==> config.mk <==
export PLATFORM = sky130hd
export DESIGN_NAME = bp_be_br_resolver
export DESIGN_NICKNAME = d
export VERILOG_FILES = /design/src/rtl/bp_be_br_resolver.sv
export SDC_FILE = /design/constraint.sdc
export NUM_CORES = 1
export LEC_CHECK = 0
export CAP_MARGIN = 20
export CORE_UTILIZATION = 47
export CTS_CLUSTER_SIZE = 40
export DETAILED_ROUTE_END_ITERATION = 8
export PLACE_DENSITY = 0.9
export SYNTH_ARGS = -nofsm -noshare
export SYNTH_HDL_FRONTEND = slang
export SYNTH_SLANG_ARGS = --single-unit
==> constraint.sdc <==
create_clock -name clk_i -period 2.76 [get_ports clk_i]
set_clock_uncertainty 0.2 [all_clocks]
set_input_delay 0.828 -clock clk_i [delete_from_list [all_inputs] [get_ports clk_i]]
set_output_delay 0.828 -clock clk_i [all_outputs]
set_load 0.02 [all_outputs]
==> src/rtl/bp_be_br_resolver.sv <==
// Branch resolver: compares resolved next-PC with the predicted next-PC, flushes and
// redirects the frontend on a mispredict, and blanks wrong-path resolutions until refill.
module bp_be_br_resolver #(
    parameter int vaddr_width_p  = 39,
    parameter int drain_cycles_p = 2,
    parameter int cnt_width_p    = 32
) (
    input  logic                     clk_i,
    input  logic                     reset_n_i,
    input  logic                     resolve_v_i,
    input  logic                     resolve_br_i,
    input  logic [vaddr_width_p-1:0] resolve_tgt_i,
    input  logic [vaddr_width_p-1:0] pred_npc_i,
    output logic                     flush_o,
    output logic                     misalign_v_o,
    output logic                     redirect_v_o,
    output logic [vaddr_width_p-1:0] redirect_pc_o,
    input  logic                     redirect_ready_i,
    output logic                     busy_o,
    output logic [cnt_width_p-1:0]   branch_cnt_o,
    output logic [cnt_width_p-1:0]   mispred_cnt_o,
    output logic [cnt_width_p-1:0]   squash_cnt_o
);

    localparam int drain_w_lp = (drain_cycles_p > 0) ? $clog2(drain_cycles_p + 1) : 1;
    localparam logic [drain_w_lp-1:0] drain_one_lp  = drain_w_lp'(1);
    localparam logic [drain_w_lp-1:0] drain_load_lp = drain_w_lp'(drain_cycles_p);

    typedef enum logic [1:0] {
        IDLE  = 2'd0,
        SEND  = 2'd1,
        DRAIN = 2'd2
    } state_e;

    state_e                   state_q, state_d;
    logic [drain_w_lp-1:0]    drain_cnt_q, drain_cnt_d;
    logic                     flush_q, flush_d;
    logic                     misalign_q, misalign_d;
    logic                     redirect_v_q, redirect_v_d;
    logic [vaddr_width_p-1:0] redirect_pc_q, redirect_pc_d;
    logic                     busy_q, busy_d;
    logic [cnt_width_p-1:0]   branch_cnt_q, mispred_cnt_q, squash_cnt_q;
    logic                     br_inc_s, mispred_inc_s, squash_inc_s;

    // Counters stick at all-ones instead of wrapping.
    function automatic logic [cnt_width_p-1:0] sat_inc(input logic [cnt_width_p-1:0] val,
                                                        input logic                   en);
        if (en && (val != {cnt_width_p{1'b1}})) begin
            sat_inc = val + cnt_width_p'(1);
        end else begin
            sat_inc = val;
        end
    endfunction

    // Next-state, redirect and counter-enable decode.
    always_comb begin
        state_d       = state_q;
        drain_cnt_d   = drain_cnt_q;
        flush_d       = 1'b0;
        misalign_d    = 1'b0;
        redirect_v_d  = redirect_v_q;
        redirect_pc_d = redirect_pc_q;
        br_inc_s      = 1'b0;
        mispred_inc_s = 1'b0;
        squash_inc_s  = 1'b0;
        case (state_q)
            IDLE: begin
                if (resolve_v_i) begin
                    br_inc_s = resolve_br_i;
                    if (resolve_tgt_i[1:0] != 2'b00) begin
                        misalign_d = 1'b1;
                    end else if (resolve_tgt_i != pred_npc_i) begin
                        flush_d       = 1'b1;
                        redirect_v_d  = 1'b1;
                        redirect_pc_d = resolve_tgt_i;
                        mispred_inc_s = 1'b1;
                        state_d       = SEND;
                    end else begin
                        state_d = IDLE;
                    end
                end else begin
                    state_d = IDLE;
                end
            end
            SEND: begin
                // Anything resolving while a redirect is outstanding is wrong-path.
                squash_inc_s = resolve_v_i;
                if (redirect_ready_i) begin
                    redirect_v_d = 1'b0;
                    if (drain_cycles_p == 0) begin
                        state_d = IDLE;
                    end else begin
                        state_d     = DRAIN;
                        drain_cnt_d = drain_load_lp;
                    end
                end else begin
                    redirect_v_d = 1'b1;
                end
            end
            DRAIN: begin
                squash_inc_s = resolve_v_i;
                if (drain_cnt_q <= drain_one_lp) begin
                    state_d     = IDLE;
                    drain_cnt_d = '0;
                end else begin
                    drain_cnt_d = drain_cnt_q - drain_one_lp;
                end
            end
            default: begin
                state_d      = IDLE;
                redirect_v_d = 1'b0;
                drain_cnt_d  = '0;
            end
        endcase
        busy_d = (state_d != IDLE);
    end

    // State, registered outputs and statistics counters.
    always_ff @(posedge clk_i or negedge reset_n_i) begin
        if (!reset_n_i) begin
            state_q       <= IDLE;
            drain_cnt_q   <= '0;
            flush_q       <= 1'b0;
            misalign_q    <= 1'b0;
            redirect_v_q  <= 1'b0;
            redirect_pc_q <= '0;
            busy_q        <= 1'b0;
            branch_cnt_q  <= '0;
            mispred_cnt_q <= '0;
            squash_cnt_q  <= '0;
        end else begin
            state_q       <= state_d;
            drain_cnt_q   <= drain_cnt_d;
            flush_q       <= flush_d;
            misalign_q    <= misalign_d;
            redirect_v_q  <= redirect_v_d;
            redirect_pc_q <= redirect_pc_d;
            busy_q        <= busy_d;
            branch_cnt_q  <= sat_inc(branch_cnt_q, br_inc_s);
            mispred_cnt_q <= sat_inc(mispred_cnt_q, mispred_inc_s);
            squash_cnt_q  <= sat_inc(squash_cnt_q, squash_inc_s);
        end
    end

    assign flush_o       = flush_q;
    assign misalign_v_o  = misalign_q;
    assign redirect_v_o  = redirect_v_q;
    assign redirect_pc_o = redirect_pc_q;
    assign busy_o        = busy_q;
    assign branch_cnt_o  = branch_cnt_q;
    assign mispred_cnt_o = mispred_cnt_q;
    assign squash_cnt_o  = squash_cnt_q;

endmodule

---- Word level (Yosys, flattened, before mapping) ----
Index checks and enable logic that the tools add are counted.
word-level totals
  output and inout bits ................... 139
  memories ................................ 0
  bits in read-only memories .............. 0
  bits in registers ....................... 143
  RAM bits ................................ 0
  bits in latches ......................... 0
  logic and storage cells ................. 62
operators by class
  shifts and indexed selects .............. 0
  divide/modulo/power cells ............... 0
  order comparisons ....................... 1
  $add $sub $neg .......................... 4
  equal/unequal tests ..................... 10
  reductions and logical operators ........ 10
  bitwise gates (word level) .............. 3
  multiplexer cells ....................... 24
  $mul .................................... 0
operators with widths
  kind                     count
  $add A32 B1 Y32 const B  3
  $ne A32 B32 Y1 const B   3
  $ne A39 B39 Y1           1
  $mux W1                  15
  $mux W2                  6
  $pmux W2 S3              2
  $ne A2 B2 Y1 const B     4
  $reduce_and A4 Y1        2
  $reduce_bool A2 Y1       2
  $logic_and A1 B1 Y1      3
  $not A1 Y1               3
  $pmux W1 S3              1
  $eq A2 B1 Y1 const B     1
  $eq A2 B2 Y1 const B     1
  $le A2 B1 Y1 const B     1
  $logic_not A2 Y1         1
  $reduce_and A2 Y1        1
  $reduce_or A2 Y1         1
  $sub A2 B1 Y2 const B    1

---- Logic depth before layout (Yosys ltp) ----
  word-level depth ........................ 6
  gate-level depth with buffers ........... 9
  gate-level depth less buffers ........... 8

---- Least setup slack after synthesis ----
OpenSTA, ideal clock, no wires.
  path kind ............................... input port to flip-flop
  start point ............................. input pred_npc_i[7]
  end point ............................... register redirect_pc_q[10], in the netlist redirect_pc_o[10]
  data arrival time ....................... 2.148 ns
  path buffers ............................ 1
  setup slack ............................. 0.287 ns
  stages on the path ...................... 8
  path through ............................ xnor2_1 > nand4_1 > nor4_1 > and3_1 > nand2b_2 > inv_2 > buf_6 > mux2_4
between the ends
  longest elaborated chain between the ends .. 2
RTL lines
  element                             line  RTL
  from (decl)                         13    input logic [vaddr_width_p-1:0] pred_npc_i,
  $ne A39 B39 Y1                      72    end else if (resolve_tgt_i != pred_npc_i) begin
  $reduce_and A4 Y1 (no source line)  -
  to (signal assigned)                137   redirect_pc_q <= redirect_pc_d;
  to (decl)                           40    logic [vaddr_width_p-1:0] redirect_pc_q, redirect_pc_d;
No other way between the ends.
A chain may end at the register's enable or synchronous reset.

---- Worst setup path after layout ----
  start point ............................. input resolve_tgt_i[24]
  end point ............................... register mispred_cnt_q[3], in the netlist mispred_cnt_o[3]
between the ends
  longest elaborated chain between the ends .. 6
RTL lines
  element               line  RTL
  from (decl)           12    input logic [vaddr_width_p-1:0] resolve_tgt_i,
  $ne A39 B39 Y1        72
  $mux W1               72
  $mux W1               70    if (resolve_tgt_i[1:0] != 2'b00) begin
  $mux W1               68    if (resolve_v_i) begin
  $mux W1               66    case (state_q)
  $logic_and A1 B1 Y1   48    if (en && (val != {cnt_width_p{1'b1}})) begin
  to (signal assigned)  140   mispred_cnt_q <= sat_inc(mispred_cnt_q, mispred_inc_s);
  to (decl)             42    logic [cnt_width_p-1:0] branch_cnt_q, mispred_cnt_q, squash_cnt_q;
No other way between the ends.

==> flow_summary.json <==
{
  "start_util_pct": 48.1,
  "n_antenna_cell": 0,
  "final_nets": 965,
  "boundaryPins": 222,
  "clk_path_buf_depth": 2,
  "yosysSeqAreaShare_pct": 51.2,
  "clockRootBuffer": "clkbuf_16",
  "overflow": 0,
  "total_power_uw": 6800,
  "worstSetupStartpointType": "input pin",
  "io_buffers": 221,
  "drc_errors": 0,
  "end_kind": "register",
  "cts_tree": "yes",
  "design.die.area_sq_um": 15400,
  "slew_viol_final": 0,
  "num_rows": 44,
  "coreArea_sq_um": 14500,
  "period_minus_slack_ps": 2850,
  "p_leak_uw": 0.00509,
  "maxCapViolations": 0,
  "first_iter_violations": 374,
  "syn_avg_cell_area_sq_um": 11.8,
  "async_flop_share_pct": 100,
  "ys_seq_elements": 143,
  "ys_top_cells_by_count": "143 x dfrtp_1, 94 x xnor2_1, 43 x nand3_1, 40 x nand4_1",
  "crit_fanout": 21,
  "htree_levels": 4,
  "grt_pass1_vias": 5806,
  "tightest_slew_ps": 641,
  "pre_cts_ws_ps": -524,
  "vias_per_cell": 5.34,
  "violations": "setup timing",
  "yosys-top-cells-area": "dfrtp_1 51%, xnor2_1 12%, mux2_4 7.7%, xor2_1 4.6%, nand4_1 3.6%",
  "p_per_area_nw_per_um2": 637,
  "first_pass_iters": 4,
  "insertion_delay_ps": 420,
  "vdd.ir_drop.worst_mv": 0.452,
  "worstPathRequired_ps": 2820,
  "clock_sinks": 143,
  "dieWidth_um": 124,
  "post_drt_wl_per_cell_um": 17.7,
  "dp_hpwl_mm": 13.4,
  "die_height_um": 124,
  "max_slew_margin_pct": 56.6,
  "synth_area_sq_um": 6990,
  "whs_ps": 158,
  "grt_pass1_wl_mm": 29.1,
  "grt_usage_pct": 24.9,
  "utilization_pct": 73.5,
  "cts_hold_buf": 0,
  "postRouteAntennaNets": 0,
  "yosysMostFrequentCell": "dfrtp_1",
  "reg2reg_depth": 9,
  "synthFlopType": "dfrtp_1",
  "antenna_found_initial": 0,
  "synth_edf_count": 0,
  "hold_viol": 0,
  "synthesis.nets": 681,
  "hold_class": "input pin to asynchronous set/reset pin",
  "setup_tns_ps": -87.1,
  "grt_max_degree": 53,
  "cts-buffers-inserted": 17,
  "vias": 5723,
  "synth_area_leader_cell": "dfrtp_1",
  "final.period_utilization_pct": 103,
  "arrival_ps": 2910,
  "netlist_instances": 591,
  "cts.clk_slew.worst_paths_ps": 60,
  "fmax_mhz": 351,
  "synth_cell_types": 46,
  "routed_wl_mm": 18.9,
  "finalSetupViolations": 1,
  "fin_ws_ps": -87.1,
  "criticalPathCategory": "input pin to register",
  "yosysTopAreaCellShare_pct": 51.2,
  "drive_above_1_share_pct": 17.4,
  "status": "finished with violations",
  "synthToLayoutAreaGrowth_pct": 52.8,
  "yosysWarnings": 0,
  "gp_congestion": 0.835,
  "num-fill-cells": 938
}
-- flip-flops by register name, summed over array words and instances, names as in the netlist --
| signal | cells |
|---|---|
| redirect_pc_o | 39 |
| branch_cnt_o | 32 |
| mispred_cnt_o | 32 |
| squash_cnt_o | 32 |
| drain_cnt_q | 2 |
| state_q | 2 |
| busy_o | 1 |
| flush_o | 1 |
| misalign_v_o | 1 |
| redirect_v_o | 1 |
-- worst paths after layout --
check | startpoint | endpoint | slack, ps
worst max-delay path | resolve_tgt_i[24] | mispred_cnt_o[3]$_DFFE_PN0P_ | -90
worst min-delay path | reset_n_i | squash_cnt_o[9]$_DFFE_PN0P_ | 160
worst max register to register | state_q[1]$_DFF_PN0_ | mispred_cnt_o[3]$_DFFE_PN0P_ | 150
worst min register to register | branch_cnt_o[12]$_DFFE_PN0P_ | branch_cnt_o[12]$_DFFE_PN0P_ | 290
max in group asynchronous | reset_n_i | mispred_cnt_o[5]$_DFFE_PN0P_ | 1620
min in group clk_i | branch_cnt_o[12]$_DFFE_PN0P_ | branch_cnt_o[12]$_DFFE_PN0P_ | 290
-- metal layers --
| metal | share of wire, % | track usage, % | vias up |
|---|---|---|---|
| met4 | 1.9 | 8.93 | 0 |
| met2 | 53 | 43.7 | 207 |
| met3 | 5.4 | 5.77 | 30 |
| met5 | 0 | 0 | - |
| met1 | 40 | 29.8 | 2827 |
| li1 | - | - | 2659 |
-- layout make-up --
cell class	instances	area [sq um]	area share [%]
repair buffers	278	2860	26.8
flip-flops and latches	143	3580	33.5
multi-input cells	422	3340	31.3
clock inverters	13	161	1.51
well taps	184	230	2.16
inverters	12	57.6	0.539
repair inverters	1	8.76	0.0820
clock buffers	18	439	4.11
-- worst max-delay path, cell delays in order --
cell and delay (ps):
clkdlybuf4s50_1 450, xnor2_1 150, nand4_1 140, nor4_2 50
and3_4 190, buf_4 130, buf_6 160, nor4b_1 610
xor2_1 180
-- where the power goes --
group / internal (uW) / switching, uW
sequential: 2370 / 287
combinational: 972 / 814
clock: 1440 / 913
total: 4790 / 2010
-- repair_timing --
action,in CTS,in global routing
setup endpoints to repair,38,49
cloned,0,4
gates resized for setup,2,64
setup buffers,0,1
pin swaps,3,29
-- cells by family after synthesis --
family,synth area share (%)
XOR/XNOR,16.4
adder cells (fa/ha/maj),1.25
multiplexers,8.22
AND/OR/NAND/NOR,18.7
flip-flops,51.2
AO/OA/AOI/OAI,2.22
buffers and inverters,1.99
-- layout by cell type, fill, tap and decap left out, types with 7 or more instances in the layout --
master | netlist | final
xnor2_1 | 94 | 89
nand4_1 | 40 | 40
and2_1 | 8 | 8
dlymetal6s2s_1 | 0 | 49
clkdlybuf4s50_1 | 0 | 171
dfrtp_1 | 143 | 143
inv_1 | 11 | 11
nand3_1 | 43 | 43
and4_1 | 8 | 8
clkbuf_16 | 0 | 19
xor2_1 | 37 | 37
and3_1 | 16 | 15
ha_1 | 7 | 7
buf_4 | 0 | 47
nor2_1 | 21 | 21
mux2_4 | 36 | 36
nor3_1 | 21 | 21
nand2_1 | 37 | 37
-- through the flow --
step | area, sq um | std cells
3_3_place_gp | 9780 | 1035
3_5_place_dp | 9780 | 1035
2_1_floorplan | 6990 | 591
5_1_grt | 10700 | 1071
6_report | 10700 | 1071
4_1_cts | 10400 | 1066
No activity file was read; power rests on OpenSTA's default activity.
